===== config.mk =====
export PLATFORM = sky130hd
export DESIGN_NAME = matrix_ls_sequencer
export DESIGN_NICKNAME = d
export VERILOG_FILES = /design/src/rtl/matrix_ls_sequencer.sv
export SDC_FILE = /design/constraint.sdc
export NUM_CORES = 1
export LEC_CHECK = 0
export ABC_AREA = 1
export CORE_AREA = 2 2 147 149
export CTS_CLUSTER_SIZE = 14
export DETAILED_ROUTE_END_ITERATION = 7
export DIE_AREA = 0 0 149 151
export PLACE_DENSITY = 0.7
export SYNTH_ARGS = -nofsm -noshare
export SYNTH_HDL_FRONTEND = slang
export SYNTH_SLANG_ARGS = --single-unit

===== constraint.sdc =====
create_clock -name CLK -period 2.89 [get_ports CLK]
set_clock_uncertainty 0.15 [all_clocks]
set_input_delay 0.4335 -clock CLK [delete_from_list [all_inputs] [get_ports CLK]]
set_output_delay 0.4335 -clock CLK [all_outputs]
set_load 0.02 [all_outputs]

===== src/rtl/matrix_ls_sequencer.sv =====
// Row-by-row matrix load/store sequencer between the matrix LS unit, a single-ported memory and the matrix RF.
// Optional MLS_ZERO_STRIDE_BCAST_EN: zero-stride loads read row 0 once and broadcast it to the remaining rows.
module matrix_ls_sequencer #(
  parameter int MAT_DIM = 4,
  parameter int ROW_W   = 64,
  parameter int ADDR_W  = 32,
  parameter int MREG_W  = 4
) (
  input  logic                       CLK,
  input  logic                       RST,
  input  logic                       req_valid,
  output logic                       req_ready,
  input  logic [1:0]                 req_ls,
  input  logic [MREG_W-1:0]          req_mreg,
  input  logic [ADDR_W-1:0]          req_addr,
  input  logic [ADDR_W-1:0]          req_stride,
  output logic                       mem_ren,
  output logic                       mem_wen,
  output logic [ADDR_W-1:0]          mem_addr,
  output logic [ROW_W-1:0]           mem_wdata,
  input  logic [ROW_W-1:0]           mem_rdata,
  input  logic                       mem_ready,
  output logic                       mrf_wen,
  output logic [MREG_W-1:0]          mrf_widx,
  output logic [$clog2(MAT_DIM)-1:0] mrf_wrow,
  output logic [ROW_W-1:0]           mrf_wdata,
  output logic [MREG_W-1:0]          mrf_ridx,
  output logic [$clog2(MAT_DIM)-1:0] mrf_rrow,
  input  logic [ROW_W-1:0]           mrf_rdata,
  output logic                       mhit,
  output logic                       busy
);
  localparam int ROW_IW = $clog2(MAT_DIM);
  localparam logic [ROW_IW-1:0] LAST_ROW = ROW_IW'(MAT_DIM - 1);

  typedef enum logic [1:0] {IDLE, LOAD, STORE, DONE} state_t;

  state_t              state, state_nxt;
  logic [MREG_W-1:0]   mreg_q;
  logic [ADDR_W-1:0]   addr_q, stride_q;
  logic [ROW_IW-1:0]   row_q;
  logic                accept, advance;

`ifdef MLS_ZERO_STRIDE_BCAST_EN
  logic [ROW_W-1:0]    bcast_q;
  logic                bcast;
  // Rows after row 0 of a zero-stride load come from the captured row, not memory.
  assign bcast = (stride_q == '0) && (row_q != '0);
`endif

  always_comb begin
    state_nxt = state;
    accept    = 1'b0;
    advance   = 1'b0;
    req_ready = 1'b0;
    mem_ren   = 1'b0;
    mem_wen   = 1'b0;
    mem_addr  = '0;
    mem_wdata = '0;
    mrf_wen   = 1'b0;
    mrf_widx  = '0;
    mrf_wrow  = '0;
    mrf_wdata = '0;
    mrf_ridx  = '0;
    mrf_rrow  = '0;
    mhit      = 1'b0;
    case (state)
      IDLE: begin
        req_ready = 1'b1;
        if (req_valid && req_ls != 2'b00) begin
          accept    = 1'b1;
          state_nxt = req_ls[0] ? LOAD : STORE;
        end
      end
      LOAD: begin
`ifdef MLS_ZERO_STRIDE_BCAST_EN
        if (bcast) begin
          mrf_wen   = 1'b1;
          mrf_widx  = mreg_q;
          mrf_wrow  = row_q;
          mrf_wdata = bcast_q;
          advance   = 1'b1;
        end else
`endif
        begin
          mem_ren  = 1'b1;
          mem_addr = addr_q;
          if (mem_ready) begin
            mrf_wen   = 1'b1;
            mrf_widx  = mreg_q;
            mrf_wrow  = row_q;
            mrf_wdata = mem_rdata;
            advance   = 1'b1;
          end
        end
      end
      STORE: begin
        mrf_ridx  = mreg_q;
        mrf_rrow  = row_q;
        mem_wen   = 1'b1;
        mem_wdata = mrf_rdata;
        mem_addr  = addr_q;
        advance   = mem_ready;
      end
      DONE: begin
        mhit      = 1'b1;
        state_nxt = IDLE;
      end
      default: state_nxt = IDLE;
    endcase
    if (advance && row_q == LAST_ROW) state_nxt = DONE;
  end

  assign busy = (state != IDLE);

  always_ff @(posedge CLK or posedge RST) begin
    if (RST) begin
      state    <= IDLE;
      mreg_q   <= '0;
      addr_q   <= '0;
      stride_q <= '0;
      row_q    <= '0;
    end else begin
      state <= state_nxt;
      if (accept) begin
        mreg_q   <= req_mreg;
        addr_q   <= req_addr;
        stride_q <= req_stride;
        row_q    <= '0;
      end else if (advance) begin
        row_q  <= row_q + 1'b1;
        addr_q <= addr_q + stride_q;
      end
    end
  end

`ifdef MLS_ZERO_STRIDE_BCAST_EN
  always_ff @(posedge CLK or posedge RST) begin
    if (RST)
      bcast_q <= '0;
    else if (state == LOAD && row_q == '0 && mem_ready)
      bcast_q <= mem_rdata;
  end
`endif

endmodule

======== After elaboration in Yosys (flattened, before gate mapping) ========
Cells that the tools add are included.
word-level totals
  flip-flop bits (word level) ............. 72
  input bits .............................. 202
  output and inout port bits .............. 178
  logic and storage cells ................. 48
cells by class
  $add $sub $neg .......................... 2
  equal/unequal tests ..................... 5
  multiplexer cells ....................... 27
  reductions and logical operators ........ 9
operator list
  cell                   count
  $mux W64               3
  $mux W32               3
  $add A32 B32 Y32       1
  $mux W2                8
  $mux W4                3
  $mux W1                8
  $eq A2 B2 Y1 const B   3
  $reduce_bool A2 Y1     3
  $pmux W2 S2            1
  $ne A3 B3 Y1 const B   1
  $reduce_bool A3 Y1     1
  $add A2 B1 Y2 const B  1
  $eq A2 B1 Y1 const B   1
  $logic_and A1 B1 Y1    2
  $logic_not A2 Y1       1
  $pmux W1 S2            1
  $reduce_and A2 Y1      1
  $reduce_or A2 Y1       1

======== Logic depth before layout (Yosys ltp) ========
Gate-level depths: netlist (run 1).
  depth after elaboration ................. 5
  mapped depth ............................ 13
  gate-level depth less buffers ........... 13

======== Worst setup path before layout (run 1) ========
OpenSTA, ideal clock, no wires.
  kind .................................... register -> output
  start point ............................. reg state[0]
  end point ............................... out mrf_ridx[0]
  arrival ................................. 1.464 ns
  required time ........................... 2.307 ns
  path slack .............................. 0.842 ns
  stages on the path, launching flop included .. 7
  path buffers ............................ 2
  cells stage by stage .................... dfrtp_1 inv_1 ha_1 clkbuf_1 clkbuf_1 nand2_1 inv_1
on the way
  cells in the longest elaborated chain, start to end .. 2
RTL lines
  item                      line  source
  start: declaration        38    state_t state, state_nxt;
  start signal: assignment  124   state <= state_nxt;
  $eq A2 B2 Y1              67    case (state)
  $mux W4                   67
  end: declaration          27    output logic [MREG_W-1:0] mrf_ridx,
Every way passes these cells.

======== Worst setup path after layout (run 1) ========
  start point ............................. reg state[1]
  end point ............................... out mrf_wrow[1]
on the way
  cells in the longest elaborated chain, start to end .. 2
RTL lines
  item              line  source
  $eq A2 B1 Y1      67
  $mux W2           67
  end: declaration  25    output logic [$clog2(MAT_DIM)-1:0] mrf_wrow,
Every way passes these cells.

==> results of run 1 <==
## power groups by stage
stage	clock network, mW	registers [mW]	logic, mW
after floorplan	0	1.79	5.61
after global placement	0	1.94	8.50
after detailed placement	0	1.95	8.61
after CTS	1.02	1.95	8.69
after global routing	1.07	2.01	9.65
final	1.00	1.95	8.64
## state kept, by name, summed over array words and instances (netlist names)
register,flops
stride_q,32
addr_q,32
row_q,2
state,2
mreg_q,4
## synthesized netlist by cell type, drive strengths merged
cell / number / area [µm²]
a21oi: 24 / 120
and2: 2 / 12.5
xor2: 11 / 96.3
nand3: 44 / 230
nor2: 124 / 478
o21bai: 5 / 37.5
nand2: 501 / 1900
o21ai: 51 / 255
clkbuf: 29 / 119
buf: 11 / 72.6
nor3: 1 / 5.00
xnor2: 4 / 35.0
a21o: 1 / 7.51
o211ai: 3 / 27.5
nand4: 3 / 18.8
ha: 36 / 450
fa: 1 / 20.0
inv: 311 / 1170
nand3b: 1 / 7.51
dfrtp: 72 / 1800
o311ai: 1 / 8.76
## logic make-up after synthesis
kind of cell,after synthesis,share of synthesized area (%)
and+or+nand+nor,676,38.6
buffers and inverters,351,19.8
AOI/OAI and AO/OA,85,6.65
DFF,72,26.2
adders and majority gates,37,6.85
xor gates and xnor gates,15,1.91
## cell type report
type                    instances  area (µm²)
fillers                      2100        9600
repair buffers                388        3930
multi-input cells             813        3730
flip-flops and latches         72        1800
inverters                     311        1170
well taps                     275         344
clock buffers                  11         233
clock inverters                 4        22.5
## tightest hold or removal path: stages
cell and delay (ps):
clkdlybuf4s50_1 410, inv_2 70, buf_12 320
## stage by stage
stage	cell area (µm²)	setup slack, ps
floorplan	6870	482
global placement	11000	306
detailed placement	11000	253
CTS	11200	98.8
global route	11200	1.58
finish	11200	106
## metal layers
layer  up-vias  wire length (µm)
met5         -                 0
met4         0              1070
met3        38              1390
met2       253             14000
met1      3636             11100
li1       4275                 -
## worst paths after layout
check / slack [ps] / endpoint / start / cells past startpoint
setup / recovery: 110 / mrf_wrow[1] / state[1] / 6
hold / removal: 330 / stride_q[24] / RST / 3
setup reg to reg: 420 / addr_q[27] / state[1] / 11
hold reg to reg: 340 / stride_q[29] / stride_q[29] / 2
max in group asynchronous: 1910 / addr_q[15] / RST / 3
min in group CLK: 340 / stride_q[29] / stride_q[29] / 2
## what timing repair did
action,CTS,global route
pin swaps,0,1
setup endpoints to repair,2,7
resized for setup,1,3
==> summary.md, run 1 <==
| Metric | Value |
|---|---|
| Root Driver | clkbuf_16 |
| Yosys warns | 0 |
| Final worst-path cycle share | 96.3% |
| CP bufs+invs | 3 |
| Clock share of power | 8.7% |
| Max-slew violations | 0 |
| Sequential area share after synthesis | 26.2% |
| DIE AREA | 0.0225 mm² |
| Final ANT Viol Nets | 0 |
| Initial DRC Count | 442 |
| Finished Core Util | 53.9% |
| Most frequent cells in the layout | nand2_1, clkdlybuf4s50_1, inv_1 |
| Hold Path Class | in -> async |
| Pin count of the biggest net entering global routing | 73 |
| Leak | 6.64 nW |
| Post-CTS Setup Bufs | 0 |
| Slew @ Worst Pin | 607 ps |
| Core area | 0.0208 mm² |
| Die height | 151 µm |
| Power Total | 11.6 mW |
| P_sw | 6.11 mW |
| Vias in the first global route | 8032 |
| Placed insts | 1859 |
| Crit end category | primary output |
| Layout cell share with drive strength beyond 1 | 2.44% |
| Met1 global-route usage | 28.5% |
| P per Cell Area | 1030 mW/mm² |
| Critical Path AT | 2200 ps |
| Setup TNS | 0 ps |
| Total overflow reported by the global router | 0 |
| Vias per cell | 4.38 |
| GPL Wtd Cong | 0.930 |
| N_diodes | 0 |
| Final setup violation count | 0 |
| Synth cell types | 32 |
| Critical-path cell list | inv_1, ha_1, nand2_2, buf_12, nor2_1, clkdlybuf4s50_1 |
| Combinational share of power | 74.5% |
| Wirelength per Cell | 14.7 µm |
| Hold Worst Slack | 332 ps |
| Synthesized area | 0.00687 mm² |
| Slowest CP cell | clkdlybuf4s50_1 |
| DRC | 0 |
| Non-filler cells in the finished layout | 1874 |
| Grt met3 use | 4.13% |
| Internal power | 5.48 mW |
| Global-route wire length before repair | 41800 µm |
| Worst skew pair latency | 350 ps |
| Drt pass-1 iters | 5 |
| Port-buffer cells | 379 |
| FMAX | 359 MHz |
| Clk sink count | 72 |
| # Max-Cap Violations | 0 |
| Commonest non-fill, non-tap cell in the layout | nand2_1 |
| CP Launch Type | register |
| HPWL after DPL | 22600 µm |
| Post-synthesis cell count | 1236 |
| Clock-pin slew on the worst setup and hold paths | 60 ps |
| Sequential Power Share | 16.8% |
| TritonCTS clock tree | yes |
| Largest fanout on the critical path | 71 |
| Num CTS Buffers | 9 |
| Yosys reg bits | 72 |
| Synthesized Nets | 1475 |
| Initial antenna violation count | 0 |
| CP Data Required Time | 2310 ps |
| GRT busiest layer | met2 |
| Met2 usage | 43.4% |
| Mean Syn Cell Area | 5.56 µm² |
| GRT Total Usage | 24.2% |
| CTS Hold Bufs | 0 |
| Peak supply drop | 0.429 mV |
| # nets final | 1834 |
| Tmin final | 2780 ps |
| Largest stage delay, worst path | 620 ps |
| Initial Util | 33.0% |
| CP top delay family | buffers and inverters |
| Routed via count | 8202 |
| Area Growth Syn to Fin | 63.4% |
| Critical path class | reg -> out |
| Max-Slew Margin vs Limit | 59.5% |
| Drt total wl | 27600 µm |
| Final hold viol count | 0 |
| RSZ-0062 raised after global routing | no |
| H-tree levels | 3 |
| Clk buf depth | 2 |
| Row count | 53 |
| Sw Ratio | 52.7% |
| Status | finished clean |
| IO Count | 380 |
| Die W | 149 µm |
Note: power is estimated with default switching activity, not from simulation.
==> run 2: changes to the inputs <==
- CAP_MARGIN: default -> 40
- SKIP_LAST_GASP: default -> 1
==> results of run 2 <==
The final DEF is identical to that of run 1; final timing and power are the same.
